==> config.mk <==
export PLATFORM = sky130hd
export DESIGN_NAME = spi_slave_byte
export DESIGN_NICKNAME = d
export VERILOG_FILES = /design/src/rtl/spi_slave_byte_pkg.sv /design/src/rtl/spi_sync.sv /design/src/rtl/spi_slave_byte.sv
export SDC_FILE = /design/constraint.sdc
export NUM_CORES = 1
export LEC_CHECK = 0
export ABC_AREA = 0
export CELL_PAD_IN_SITES_DETAIL_PLACEMENT = 2
export CELL_PAD_IN_SITES_GLOBAL_PLACEMENT = 2
export CORE_ASPECT_RATIO = 1.25
export CORE_MARGIN = 5
export CORE_UTILIZATION = 38
export DETAILED_ROUTE_END_ITERATION = 8
export PLACE_DENSITY = 0.83
export REMOVE_ABC_BUFFERS = 1
export SYNTH_ARGS = -nofsm -noshare
export SYNTH_HDL_FRONTEND = slang
export SYNTH_HIERARCHICAL = 1
export SYNTH_SLANG_ARGS = --single-unit
==> constraint.sdc <==
create_clock -name clk -period 3.26 [get_ports clk]
set_input_delay 0.489 -clock clk [delete_from_list [all_inputs] [get_ports clk]]
set_output_delay 0.489 -clock clk [all_outputs]
set_load 0.005 [all_outputs]
==> src/rtl/spi_slave_byte_pkg.sv <==
// Shared definitions for the SPI byte slave: FSM state encoding and byte width.
package spi_slave_byte_pkg;

    localparam int SPI_BYTE_W = 8;

    typedef enum logic {
        IDLE   = 1'b0,
        ACTIVE = 1'b1
    } spi_state_t;

endpackage

==> src/rtl/spi_sync.sv <==
// Multi-flop synchronizer for one asynchronous SPI pin; reset loads the pin's idle level.
module spi_sync #(
    parameter int   SYNC_STAGES = 2,
    parameter logic RESET_VAL   = 1'b0
) (
    input  logic clk,
    input  logic reset_n,
    input  logic i_d,
    output logic o_q
);

    logic [SYNC_STAGES-1:0] r_chain;

    always_ff @(posedge clk or negedge reset_n) begin
        if (!reset_n) begin
            r_chain <= {SYNC_STAGES{RESET_VAL}};
        end else begin
            r_chain <= {r_chain[SYNC_STAGES-2:0], i_d};
        end
    end

    assign o_q = r_chain[SYNC_STAGES-1];

endmodule

==> src/rtl/spi_slave_byte.sv <==
// SPI mode-0 byte slave: oversamples sclk/mosi/nss in the clk domain, receives bytes on
// sclk rises and shifts tx data out on sclk falls.
module spi_slave_byte
    import spi_slave_byte_pkg::*;
#(
    parameter int SYNC_STAGES = 2,
    parameter bit MSB_FIRST   = 1'b1
) (
    input  logic                  clk,
    input  logic                  reset_n,
    input  logic                  sclk,
    input  logic                  mosi,
    input  logic                  nss,
    input  logic [SPI_BYTE_W-1:0] tx_data,
    output logic                  miso,
    output logic                  miso_oe,
    output logic [SPI_BYTE_W-1:0] spibus,
    output logic                  stsourcevalid,
    output logic                  nss_s,
    output logic                  tx_load,
    output logic                  frame_err
);

    logic w_sclk_s;
    logic w_mosi_s;
    logic w_nss_s;
    logic r_sclk_d;
    logic r_nss_d;

    spi_sync #(.SYNC_STAGES(SYNC_STAGES), .RESET_VAL(1'b0)) u_sync_sclk (
        .clk(clk), .reset_n(reset_n), .i_d(sclk), .o_q(w_sclk_s)
    );
    spi_sync #(.SYNC_STAGES(SYNC_STAGES), .RESET_VAL(1'b0)) u_sync_mosi (
        .clk(clk), .reset_n(reset_n), .i_d(mosi), .o_q(w_mosi_s)
    );
    spi_sync #(.SYNC_STAGES(SYNC_STAGES), .RESET_VAL(1'b1)) u_sync_nss (
        .clk(clk), .reset_n(reset_n), .i_d(nss), .o_q(w_nss_s)
    );

    always_ff @(posedge clk or negedge reset_n) begin
        if (!reset_n) begin
            r_sclk_d <= 1'b0;
            r_nss_d  <= 1'b1;
        end else begin
            r_sclk_d <= w_sclk_s;
            r_nss_d  <= w_nss_s;
        end
    end

    logic w_sclk_rise;
    logic w_sclk_fall;
    logic w_nss_fall;
    logic w_nss_rise;

    assign w_sclk_rise = w_sclk_s & ~r_sclk_d;
    assign w_sclk_fall = ~w_sclk_s & r_sclk_d;
    assign w_nss_fall  = ~w_nss_s & r_nss_d;
    assign w_nss_rise  = w_nss_s & ~r_nss_d;

    spi_state_t r_state;
    spi_state_t w_state_next;
    logic       w_start;
    logic       w_stop;
    logic       w_shift_in;
    logic       w_shift_out;

    always_ff @(posedge clk or negedge reset_n) begin
        if (!reset_n) begin
            r_state <= IDLE;
        end else begin
            r_state <= w_state_next;
        end
    end

    // An nss rise ends the frame and masks any sclk edge seen in the same cycle.
    always_comb begin
        w_state_next = r_state;
        w_start      = 1'b0;
        w_stop       = 1'b0;
        w_shift_in   = 1'b0;
        w_shift_out  = 1'b0;
        case (r_state)
            IDLE: begin
                if (w_nss_fall) begin
                    w_state_next = ACTIVE;
                    w_start      = 1'b1;
                end
            end
            ACTIVE: begin
                if (w_nss_rise) begin
                    w_state_next = IDLE;
                    w_stop       = 1'b1;
                end else begin
                    w_shift_in  = w_sclk_rise;
                    w_shift_out = w_sclk_fall;
                end
            end
            default: w_state_next = IDLE;
        endcase
    end

    logic [2:0]            r_bit_cnt;
    logic [SPI_BYTE_W-1:0] r_rx;
    logic [SPI_BYTE_W-1:0] r_tx;
    logic [SPI_BYTE_W-1:0] r_spibus;
    logic                  r_byte_done;
    logic                  r_reload;
    logic                  r_valid;
    logic                  r_tx_load;
    logic                  r_frame_err;
    logic [SPI_BYTE_W-1:0] w_rx_next;
    logic [SPI_BYTE_W-1:0] w_tx_next;

    assign w_rx_next = MSB_FIRST ? {r_rx[SPI_BYTE_W-2:0], w_mosi_s}
                                 : {w_mosi_s, r_rx[SPI_BYTE_W-1:1]};
    assign w_tx_next = MSB_FIRST ? {r_tx[SPI_BYTE_W-2:0], 1'b0}
                                 : {1'b0, r_tx[SPI_BYTE_W-1:1]};

    // The completed byte is published one cycle after its last bit lands, so a frame
    // ending right after bit 8 still delivers it.
    always_ff @(posedge clk or negedge reset_n) begin
        if (!reset_n) begin
            r_bit_cnt   <= '0;
            r_rx        <= '0;
            r_tx        <= '0;
            r_spibus    <= '0;
            r_byte_done <= 1'b0;
            r_reload    <= 1'b0;
            r_valid     <= 1'b0;
            r_tx_load   <= 1'b0;
            r_frame_err <= 1'b0;
        end else begin
            r_valid     <= r_byte_done;
            r_byte_done <= 1'b0;
            r_tx_load   <= 1'b0;
            r_frame_err <= 1'b0;
            if (r_byte_done) begin
                r_spibus <= r_rx;
            end
            if (w_start) begin
                r_bit_cnt <= '0;
                r_rx      <= '0;
                r_tx      <= tx_data;
                r_tx_load <= 1'b1;
                r_reload  <= 1'b0;
            end else if (w_stop) begin
                r_frame_err <= (r_bit_cnt != 3'd0);
                r_reload    <= 1'b0;
            end else begin
                if (w_shift_in) begin
                    r_rx      <= w_rx_next;
                    r_bit_cnt <= r_bit_cnt + 3'd1;
                    if (r_bit_cnt == 3'd7) begin
                        r_byte_done <= 1'b1;
                        r_reload    <= 1'b1;
                    end
                end
                if (w_shift_out) begin
                    if (r_reload) begin
                        r_tx      <= tx_data;
                        r_tx_load <= 1'b1;
                        r_reload  <= 1'b0;
                    end else begin
                        r_tx <= w_tx_next;
                    end
                end
            end
        end
    end

    assign miso          = (r_state == ACTIVE) ? (MSB_FIRST ? r_tx[SPI_BYTE_W-1] : r_tx[0]) : 1'b0;
    assign miso_oe       = ~w_nss_s;
    assign nss_s         = w_nss_s;
    assign spibus        = r_spibus;
    assign stsourcevalid = r_valid;
    assign tx_load       = r_tx_load;
    assign frame_err     = r_frame_err;

endmodule

==> flow_metrics.tcl <==
set metrics [dict create \
    outcome "completed" \
    cpMaxStageDelayCell "dfrtp_1" \
    vias 1311 \
    dp_hpwl_um 3100 \
    finalSetupViolCount 0 \
    port_buffers 26 \
    final_common_cell "dfrtp_1" \
    cts_setup_buffers 0 \
    cp_max_fo 18 \
    cts_tree "done" \
    grt_pass1_vias 1542 \
    wire_per_inst_um 18.7 \
    synth_cell_types 29 \
    cts-root-buf "clkbuf_8" \
    met3WireLength_um 148 \
    fillerInstances 514 \
    via_per_inst 5.53 \
    die_h_um 88.0 \
    crit_chain "and2_1 > clkdlybuf4s50_1" \
    hold_buffers 0 \
    clock-sinks 41 \
    fin_hold_ws_ps 326 \
    drt-total-wl_um 4440 \
    dr_wl_met2_um 2450 \
    critPathLaunchType "flop" \
    die_w_um 72.4 \
    max_slew.worst_pin.slew_ps 955 \
    drc 0 \
    cp.buffers_inverters 1 \
    nNetsFinal 192 \
    overflow 0 \
    ys_warn_count 6 \
    clockBufferDepth 2 \
    ir_drop_mv 0.243 \
    io_pins 27 \
    tns_ps 0 \
    timing.final.crit_share_pct 67.4 \
    drv_cap 0 \
    die-area_um2 6380 \
    clock-skew-final_ps 5.12 \
    cts_buffers 5 \
    syn_inst 156 \
    grt_pass1_wl_um 7630 \
    grt_max_degree 42 \
    insertion_delay_ps 290 \
    initial_core_util_pct 39.2 \
    drt_pass1_iterations 4 \
    htree_levels 2 \
    gp_congestion 0.737 \
    reg2reg_depth 3 \
    required_ps 2770 \
    antenna_found_initial 0 \
    top_layer "met4" \
    power_density_nw_per_um2 479 \
    ant_nets 0 \
    final_cell_mix "dfrtp_1 (38), clkdlybuf4s50_1 (25), nand4_1 (17)" \
    drt_iter0_markers 35 \
    crit_type "reg -> out" \
    power_leakage_nw 0.947 \
    syn_area_um2 1850 \
    slowest_delay_ps 710 \
    path_delay_family "flip-flops" \
    holdCritPathClass "in -> async" \
    drive_above_1_share_pct 16.9 \
    maxSlewViolCount 0 \
    regToRegSetupSlack_ps 1100 \
    core_area_um2 4730 \
    arrival_ps 1710 \
    grt.total_usage_pct 15.6 \
    min_period_ps 2200 \
    r2r_end "r_tx[2]$_DFFE_PN0P_" \
    rr_startpoint "r_nss_d$_DFF_PN1_" \
    yosysSeqAreaShare_pct 55.6 \
    postSynthAreaPerCell_um2 11.9 \
    met1_length_um 1810 \
    grt_setup_unrepaired "false" \
    hold_viol 0 \
    postCtsResizedCells 0 \
    timing.fmax_mhz 455 \
    critPathCaptureType "output port" \
    antenna_cells 0 \
    clk_pin_slew_ps 80 \
    max_slew_margin_pct 36.3 \
    syn_to_final_growth_pct 18.1 \
    ys_ff_latch 41 \
    fp-row-count 28 \
]
-- routing by layer --
| metal | track usage, % | up-vias |
|---|---|---|
| met1 | 16.4 | 678 |
| met5 | 0 | - |
| li1 | - | 604 |
| met4 | 4.03 | 0 |
| met3 | 4.71 | 5 |
| met2 | 29.7 | 24 |
-- Yosys cell counts (all sizes together) --
master / count / share of area (%)
a21oi: 11 / 3.0
a31oi: 2 / 0.68
a41oi: 1 / 1.5
and2: 1 / 0.34
and2b: 1 / 0.41
and3: 1 / 0.34
and4: 1 / 0.47
buf: 10 / 3.7
clkbuf: 4 / 0.81
dfrtp: 38 / 51
dfstp: 3 / 4.3
ha: 3 / 2.0
inv: 14 / 2.8
mux2: 8 / 4.9
nand2: 8 / 1.6
nand2b: 3 / 1.0
nand4: 17 / 5.7
nor2: 1 / 0.20
nor2b: 3 / 1.0
nor3: 1 / 0.27
nor3b: 2 / 1.4
nor4: 2 / 0.68
o21a: 1 / 0.41
o221a: 1 / 0.61
o221ai: 7 / 5.7
o22ai: 1 / 0.34
o31ai: 10 / 4.1
or3b: 1 / 0.47
-- cell type report --
| class | instances | area, um2 | area share, % |
|---|---|---|---|
| multi-input cells | 87 | 686 | 31.4 |
| clock buffers | 7 | 76.3 | 3.49 |
| well taps | 60 | 75.1 | 3.43 |
| repair buffers | 27 | 263 | 12.0 |
| clock inverters | 1 | 5.00 | 0.229 |
| flip-flops and latches | 41 | 1030 | 47.1 |
| inverters | 14 | 52.6 | 2.40 |
-- cells by family after synthesis --
kind of cell    synth area share, %
compound gates                 16.2
fa+ha+maj                      2.03
buf+inv                        7.36
flops                          55.6
mux                            4.87
simple gates                   13.9
-- sequential cells by signal, summed over array words and instances, names as in the netlist, 2 cells and up --
register             cells
spibus                   8
r_rx                     8
r_tx                     8
r_bit_cnt                3
u_sync_mosi/r_chain      2
u_sync_sclk/r_chain      2
u_sync_nss/r_chain       2
-- stage by stage --
stage                     cell area, um2  std cells  setup WS (ps)  total power [mW]  util [%]
after floorplan                     1770        142           1490             0.670         -
after global placement              2110        229           1230             0.726      44.5
after detailed placement            2110        229           1130             0.744      44.5
after CTS                           2190        237           1050              1.06      46.2
after global routing                2190        237            949              1.10      46.2
final                               2190        237           1060              1.05      46.2
-- report_power, final --
| group | total [mW] | internal, mW | leakage, nW | switching (mW) |
|---|---|---|---|---|
| clock network | 0.317 | 0.150 | 0.0422 | 0.166 |
| registers | 0.582 | 0.549 | 0.534 | 0.0329 |
| logic | 0.150 | 0.0656 | 0.371 | 0.0843 |
| total | 1.05 | 0.764 | 0.947 | 0.284 |
-- worst max-delay path by stage --
stage / startpoint / end / cells after the start
after floorplan: r_nss_d$_DFF_PN1_ / r_tx[1]$_DFFE_PN0P_ / 3
after global placement: r_nss_d$_DFF_PN1_ / r_tx[7]$_DFFE_PN0P_ / 3
after detailed placement: r_nss_d$_DFF_PN1_ / r_tx[2]$_DFFE_PN0P_ / 3
after CTS: r_state$_DFF_PN0_ / miso / 2
after global routing: r_state$_DFF_PN0_ / miso / 2
final: r_state$_DFF_PN0_ / miso / 2
Note: power is estimated with default switching activity, not from simulation.
